==> src/rtl/sum_of_squares.sv <==
// Iterative shift-add computation of gx^2 + gy^2 for the magnitude path.
// Define SUM_OF_SQUARES_RADIX4_EN to retire two multiplier bits per cycle (halves latency).
module sum_of_squares #(
    parameter  int SIZE_IN  = 12,
    localparam int SIZE_OUT = 2 * SIZE_IN
) (
    input  logic                       i_clk,
    input  logic                       i_reset,
    input  logic signed [SIZE_IN-1:0]  i_gx,
    input  logic signed [SIZE_IN-1:0]  i_gy,
    input  logic                       i_valid,
    output logic                       o_busy,
    output logic [SIZE_OUT-1:0]        o_data,
    output logic                       o_data_ready
);

`ifdef SUM_OF_SQUARES_RADIX4_EN
    localparam int STEP = 2;
    generate
        if (SIZE_IN % 2 != 0) begin : g_odd_size_check
            $error("SIZE_IN must be even when SUM_OF_SQUARES_RADIX4_EN is defined");
        end
    endgenerate
`else
    localparam int STEP = 1;
`endif

    localparam int ITERS = SIZE_IN / STEP;
    localparam int CNT_W = $clog2(SIZE_IN) + 1;
    localparam logic [CNT_W-1:0] LAST_ITER = CNT_W'(ITERS - 1);

    typedef enum logic [1:0] {IDLE, SQ_X, SQ_Y, DONE} state_t;

    state_t                state_q, state_d;
    logic [SIZE_IN-1:0]    gx_mag_q, gx_mag_d;
    logic [SIZE_IN-1:0]    gy_mag_q, gy_mag_d;
    logic [SIZE_OUT-1:0]   acc_q, acc_d;
    logic [CNT_W-1:0]      cnt_q, cnt_d;
    logic [SIZE_OUT-1:0]   data_q, data_d;

    logic [SIZE_IN-1:0]    op_mag;
    logic [SIZE_IN-1:0]    mag_sh;
    logic [SIZE_OUT-1:0]   op_ext;
    logic [SIZE_OUT-1:0]   addend;
    logic [SIZE_OUT-1:0]   acc_sum;
    logic [CNT_W-1:0]      shamt;

    // The most negative input maps to 2^(SIZE_IN-1), which still fits unsigned.
    function automatic logic [SIZE_IN-1:0] abs_mag(input logic [SIZE_IN-1:0] v);
        return v[SIZE_IN-1] ? ((~v) + SIZE_IN'(1)) : v;
    endfunction

    always_comb begin
        op_mag = (state_q == SQ_Y) ? gy_mag_q : gx_mag_q;
`ifdef SUM_OF_SQUARES_RADIX4_EN
        shamt  = cnt_q << 1;
`else
        shamt  = cnt_q;
`endif
        mag_sh = op_mag >> shamt;
        op_ext = SIZE_OUT'(op_mag);
        addend = '0;
        if (mag_sh[0]) begin
            addend = op_ext << shamt;
        end
`ifdef SUM_OF_SQUARES_RADIX4_EN
        if (mag_sh[1]) begin
            addend = addend + (op_ext << (shamt + CNT_W'(1)));
        end
`endif
        acc_sum = acc_q + addend;
    end

    always_comb begin
        state_d  = state_q;
        gx_mag_d = gx_mag_q;
        gy_mag_d = gy_mag_q;
        acc_d    = acc_q;
        cnt_d    = cnt_q;
        data_d   = data_q;
        case (state_q)
            IDLE, DONE: begin
                if (i_valid) begin
                    gx_mag_d = abs_mag(i_gx);
                    gy_mag_d = abs_mag(i_gy);
                    acc_d    = '0;
                    cnt_d    = '0;
                    state_d  = SQ_X;
                end else begin
                    state_d  = IDLE;
                end
            end
            SQ_X: begin
                acc_d = acc_sum;
                if (cnt_q == LAST_ITER) begin
                    cnt_d   = '0;
                    state_d = SQ_Y;
                end else begin
                    cnt_d   = cnt_q + CNT_W'(1);
                end
            end
            SQ_Y: begin
                acc_d = acc_sum;
                if (cnt_q == LAST_ITER) begin
                    cnt_d   = '0;
                    data_d  = acc_sum;
                    state_d = DONE;
                end else begin
                    cnt_d   = cnt_q + CNT_W'(1);
                end
            end
            default: state_d = IDLE;
        endcase
    end

    always_ff @(posedge i_clk) begin
        if (i_reset) begin
            state_q  <= IDLE;
            gx_mag_q <= '0;
            gy_mag_q <= '0;
            acc_q    <= '0;
            cnt_q    <= '0;
            data_q   <= '0;
        end else begin
            state_q  <= state_d;
            gx_mag_q <= gx_mag_d;
            gy_mag_q <= gy_mag_d;
            acc_q    <= acc_d;
            cnt_q    <= cnt_d;
            data_q   <= data_d;
        end
    end

    assign o_busy       = (state_q == SQ_X) || (state_q == SQ_Y);
    assign o_data_ready = (state_q == DONE);
    assign o_data       = data_q;

endmodule

==> config.mk <==
export PLATFORM = sky130hd
export DESIGN_NAME = sum_of_squares
export DESIGN_NICKNAME = d
export VERILOG_FILES = /design/src/rtl/sum_of_squares.sv
export SDC_FILE = /design/constraint.sdc
export NUM_CORES = 1
export LEC_CHECK = 0
export CORE_ASPECT_RATIO = 1.25
export CORE_MARGIN = 2
export CORE_UTILIZATION = 63
export DETAILED_ROUTE_END_ITERATION = 12
export GPL_ROUTABILITY_DRIVEN = 0
export PLACE_DENSITY = 0.88
export SLEW_MARGIN = 20
export SYNTH_ARGS = -nofsm -noshare
export SYNTH_HDL_FRONTEND = slang
export SYNTH_SLANG_ARGS = --single-unit
==> constraint.sdc <==
create_clock -name i_clk -period 7.65 [get_ports i_clk]
set_clock_uncertainty 0.1 [all_clocks]
set_input_delay 2.295 -clock i_clk [delete_from_list [all_inputs] [get_ports i_clk]]
set_output_delay 2.295 -clock i_clk [all_outputs]
set_load 0.005 [all_outputs]
After elaboration in Yosys (flattened, before gate mapping)
Index checks and enable logic that the tools add are counted.
- input bits: 27
- output and inout port bits: 26
- register bits: 79
- mux-type cells: 13
- reduce and logical (&&, ||, !) cells: 7
- equality and inequality tests: 7
- shift-type cells: 2
- bitwise gates (word level): 2
- add/subtract/negate cells: 4
- operator list (kind ; count):
    2-to-1 mux 24 bit ; 2
    one-hot mux 24 bit (2 select lines) ; 1
    2-to-1 mux 12 bit ; 3
    adder 12 x 1 -> 12 bit (second input constant) ; 2
    adder 24 bit ; 1
    inverter 12 bit ; 2
    << shifter 12 x 5 -> 24 bit ; 1
    >> shifter 12 x 5 -> 1 bit ; 1
    2-to-1 mux 5 bit ; 2
    one-hot mux 5 bit (2 select lines) ; 1
    one-hot mux 2 bit (3 select lines) ; 1
    AND reduction 2 bit ; 3
    adder 5 x 1 -> 5 bit (second input constant) ; 1
    equality test 5 x 4 -> 1 bit (second input constant) ; 1
    equality test 2 bit (second input constant) ; 2
    2-to-1 mux 2 bit ; 2
    inequality test 2 bit (second input constant) ; 2
    OR reduction 2 bit ; 2
    equality test 2 x 1 -> 1 bit (second input constant) ; 1
    zero test 2 bit ; 1
    inequality test 2 x 1 -> 1 bit (second input constant) ; 1
    logical OR 1 bit ; 1
    2-to-1 mux 1 bit ; 1

Logic depth before layout (Yosys ltp)
- depth after elaboration: 6
- mapped depth: 20
- depth with buffers taken out: 17

Least setup slack after synthesis
Ideal clock, no wire load.
- kind: register -> register
- start point: register state_q[0]
- end point: register data_q[16] (netlist: o_data[16])
- path buffers: 3
- setup slack: 3580 ps
- setup time: 122 ps
- required time: 7428 ps
- clock period less this slack: 4070 ps
- arrival time: 3848 ps
- stages on the path, launching flop included: 18
- cells stage by stage: dfxtp_1 inv_1 ha_1 buf_6 mux2i_1 mux4_2 or4b_1 clkbuf_2 o22ai_1 ha_1 buf_2 a21oi_1 nor2_1 a211oi_1 nand2_1 a221o_1 nor4b_1 a311o_1
- longest elaborated chain between the ends: 5
- elaborated cells between the ends (all ways): 7
- classes of those cells: 1 x add/sub; 1 x eq/ne; 2 x shift; 2 x mux; 1 x reduce/logical
- RTL lines (item ; RTL line ; source):
    from (decl) ; 34 ; state_t state_q, state_d;
    from (signal assigned) ; 125 ; state_q <= state_d;
    equality test 2 bit * ; 54, 81 ;
    2-to-1 mux 12 bit ; 54 ; op_mag = (state_q == SQ_Y) ? gy_mag_q : gx_mag_q;
    << shifter 12 x 5 -> 24 bit or >> shifter 12 x 5 -> 1 bit (tied branches) ; 64, 60 ;
    2-to-1 mux 24 bit ; 63 ; if (mag_sh[0]) begin
    adder 24 bit ; 71 ; acc_sum = acc_q + addend;
    to (signal assigned) ; 130 ; data_q <= data_d;
    to (decl) ; 39 ; logic [SIZE_OUT-1:0] data_q, data_d;
Every way passes the cells marked *; elsewhere a longest branch is shown, timed or not.
A chain may end at the register's enable or synchronous reset.

Worst setup path after layout
- start point: register state_q[0]
- end point: register acc_q[20]
- longest elaborated chain between the ends: 6
- elaborated cells between the ends (all ways): 13
- classes of those cells: 1 x add/sub; 4 x eq/ne; 2 x shift; 3 x mux; 3 x reduce/logical
- RTL lines (item ; RTL line ; source):
    equality test 2 bit ; 54, 81 ;
    2-to-1 mux 12 bit ; 54 ;
    << shifter 12 x 5 -> 24 bit or >> shifter 12 x 5 -> 1 bit (tied branches) ; 64, 60 ;
    2-to-1 mux 24 bit ; 63 ;
    adder 24 bit ; 71 ;
    one-hot mux 24 bit (2 select lines) ; 81 ; case (state_q)
    to (signal assigned) ; 121 ; acc_q <= '0;
    to (signal assigned) ; 128 ; acc_q <= acc_d;
    to (decl) ; 37 ; logic [SIZE_OUT-1:0] acc_q, acc_d;
Several ways; a longest one is shown, not always the timed one.

==> qor.txt <==
Crit Path Category = flip-flop to flip-flop
Clk root buf = clkbuf_8
Syn Std Cell Area = 5350 sq um
Layout net count = 785
Antenna cells = 0
DR WL met3 = 821 um
Die Span X = 86.4 um
Total Wirelength = 13,500 um
Leakage = 2.39 nW
Via count = 5,308
Most frequent cells in the layout = nand2_1, nor2_1, dfxtp_1
Synth async-reset ratio = 0
Rel. slew slack = 0.325
Final Cycle Share = 0.678
Cell area power density = 245 nW/um^2
DRT iter0 DRCs = 373
Commonest non-fill, non-tap cell in the layout = nand2_1
Max Fclk = 0.193 GHz
Most common flop cell mapped by yosys = dfxtp_1
Synth unique cells = 60
Initial antenna violation count = 0
Status = completed
Chip height = 107 um
Net Count, Synth = 764
Final ANT Viol Nets = 0
Mapped Avg Cell Area = 7.57 sq um
Pins Over Slew Limit = 0
Post-synth EDFFs = 0
WP depth = 16
Met2 WL = 6820 um
Clk sink count = 79
CTS H-tree depth = 3
#FFs+latches synth = 79
Worst path cell trace = inv_1 -> ha_1 -> mux2i_1 -> nor3_1 -> nand2_1 -> a311oi_1 -> nand2_1 -> nor3_1 -> ha_1 -> o211ai_1 -> a21oi_1 -> o21ai_0 -> o221ai_1 -> a21oi_1 -> and3_1 -> a211o_1
Core Area = 8240 sq um
Clock Path Buffers = 2
RSZ-0062 raised after global routing = no
# DRC = 0
Crit-path max FO = 18
Worst hold stages = 2
CTS Buf Count = 9
Clk pin slew, worst setup/hold paths = 0.08 ns
Met1 WL = 5310 um
Final Hold Viols = 0
Die area = 9250 sq um
Yosys warning count = 0
Vias in the first global route = 4,908
Synth Instances = 707
PnR worst setup slack = 2.47 ns
Count of buffers from port buffering = 52
Slowest-stage cell, CP = ha_1
Via/cell ratio = 6.40
Min Tclk post-route = 5.18 ns
Peak supply drop = 0.146 mV
Dpl ws = 2.57 ns
WL/cell = 16.3 um
Final setup vio count = 0
Design Area, Final = 6050 sq um
CP Capture Type = flip-flop
Fill cells = 634
Max stage delay on crit path = 0.66 ns
Setup total negative slack = 0 ns
Area Overhead vs Synth = 13.0%
Max cap viols = 0
Critical path launch point type = flip-flop
Grt total ovfl = 0
GRT Util Overall = 0.303
Num rows = 37
Hold Buf Count CTS = 0
Top Layer Used = met4
Initial core utilization = 0.649
Critical Path AT = 5.36 ns
Number of iterations in the first detailed-routing pass = 5
Register-to-Register Path Depth = 16
Half-perimeter wire length after placement = 9860 um
Worst-skew pair later-pin latency = 0.38 ns
HP Class = flip-flop to flip-flop
Largest net degree at the start of global routing = 80
Req. time, crit path = 7.82 ns
Post-CTS sizing = 0
Post-CTS Setup Bufs = 0
Slew at the pin closest to its max-slew limit = 1.01 ns
CP top delay family = compound AO/OA/AOI/OAI gates
Boundary pin count = 53
First-pass GRT wire length = 22,500 um
DP Area = 5830 sq um
CTS tree = yes
CP Buf/Inv Count = 1
Post-synthesis sequential area ratio = 0.296
Total power = 0.00148 W
Layout cells sized above 1 = 0.0477
## flip-flops by register name (all words and copies together), names as in the netlist
name,cells
o_data,24
gx_mag_q,12
acc_q,24
gy_mag_q,12
state_q,2
cnt_q,5
## final timing paths
kind / start / end / slack (ns)
worst max-delay path: state_q[0] / acc_q[20] / 2.47
worst min-delay path: o_data[0] / o_data[0] / 0.36
worst max register to register: state_q[0] / acc_q[20] / 2.47
worst min register to register: o_data[0] / o_data[0] / 0.36
## cell families (layout without fill, tap and decap cells)
logic type      Yosys count  count (layout)  share of synthesized area
mux                      28              28                     0.0559
simple gates            280             280                      0.239
fa+ha+maj                30              30                     0.0716
buf+inv                  67              93                     0.0512
xor+xnor                 34              34                     0.0557
flops                    79              79                      0.296
compound gates          189             189                      0.232
## synth_stat cells, drive strengths merged, types with 5 or more instances
cell,number,area [sq um]
nand2,104,390
nor2,86,323
dfxtp,79,1580
a21oi,56,280
clkbuf,37,140
ha,29,363
a211oi,28,210
o21ai,26,130
xor2,24,210
mux2i,22,220
nor3,21,105
inv,19,71.3
nand3,13,65.1
a31oi,11,68.8
buf,10,58.8
xnor2,10,87.6
a21o,9,67.6
o22ai,9,56.3
o211ai,8,60.1
nand4,7,43.8
a311o,6,60.1
nor4,6,37.5
o31ai,6,45.0
and3,5,31.3
mux2,5,56.3
nor2b,5,31.3
nor4b,5,43.8
## routing by layer
| metal | up-vias | track usage |
|---|---|---|
| li1 | 2603 | - |
| met1 | 2425 | 0.350 |
| met2 | 229 | 0.531 |
| met3 | 51 | 0.0377 |
| met4 | 0 | 0.171 |
| met5 | - | 0 |
## layout make-up
type,count,area (sq um),area share
Multi-Input combinational cell,561,3490,0.578
Sequential cell,79,1580,0.261
Timing Repair Buffer,57,553,0.0914
Clock buffer,11,141,0.0234
Tap cell,97,121,0.0201
Clock inverter,5,81.3,0.0134
Inverter,20,75.1,0.0124
## per-stage QoR
step            util  instances  hold slack [ns]
2_1_floorplan      -        707            0.336
6_report       0.734        830            0.359
5_1_grt        0.734        830            0.381
3_5_place_dp   0.707        814            0.350
3_3_place_gp   0.707        814            0.343
4_1_cts        0.734        830            0.362
## power by group
part	internal (W)	total [W]	switching, W
sequential	0.000461	0.000513	0.0000526
clock	0.000193	0.000355	0.000162
combinational	0.000217	0.000616	0.000399
## worst min-delay path, stage by stage (launching register included)
cell and delay [ns]:
dfxtp_1 0.31, nand2_1 0.05, a21oi_1 0.05
No activity file was read; power rests on OpenSTA's default activity.
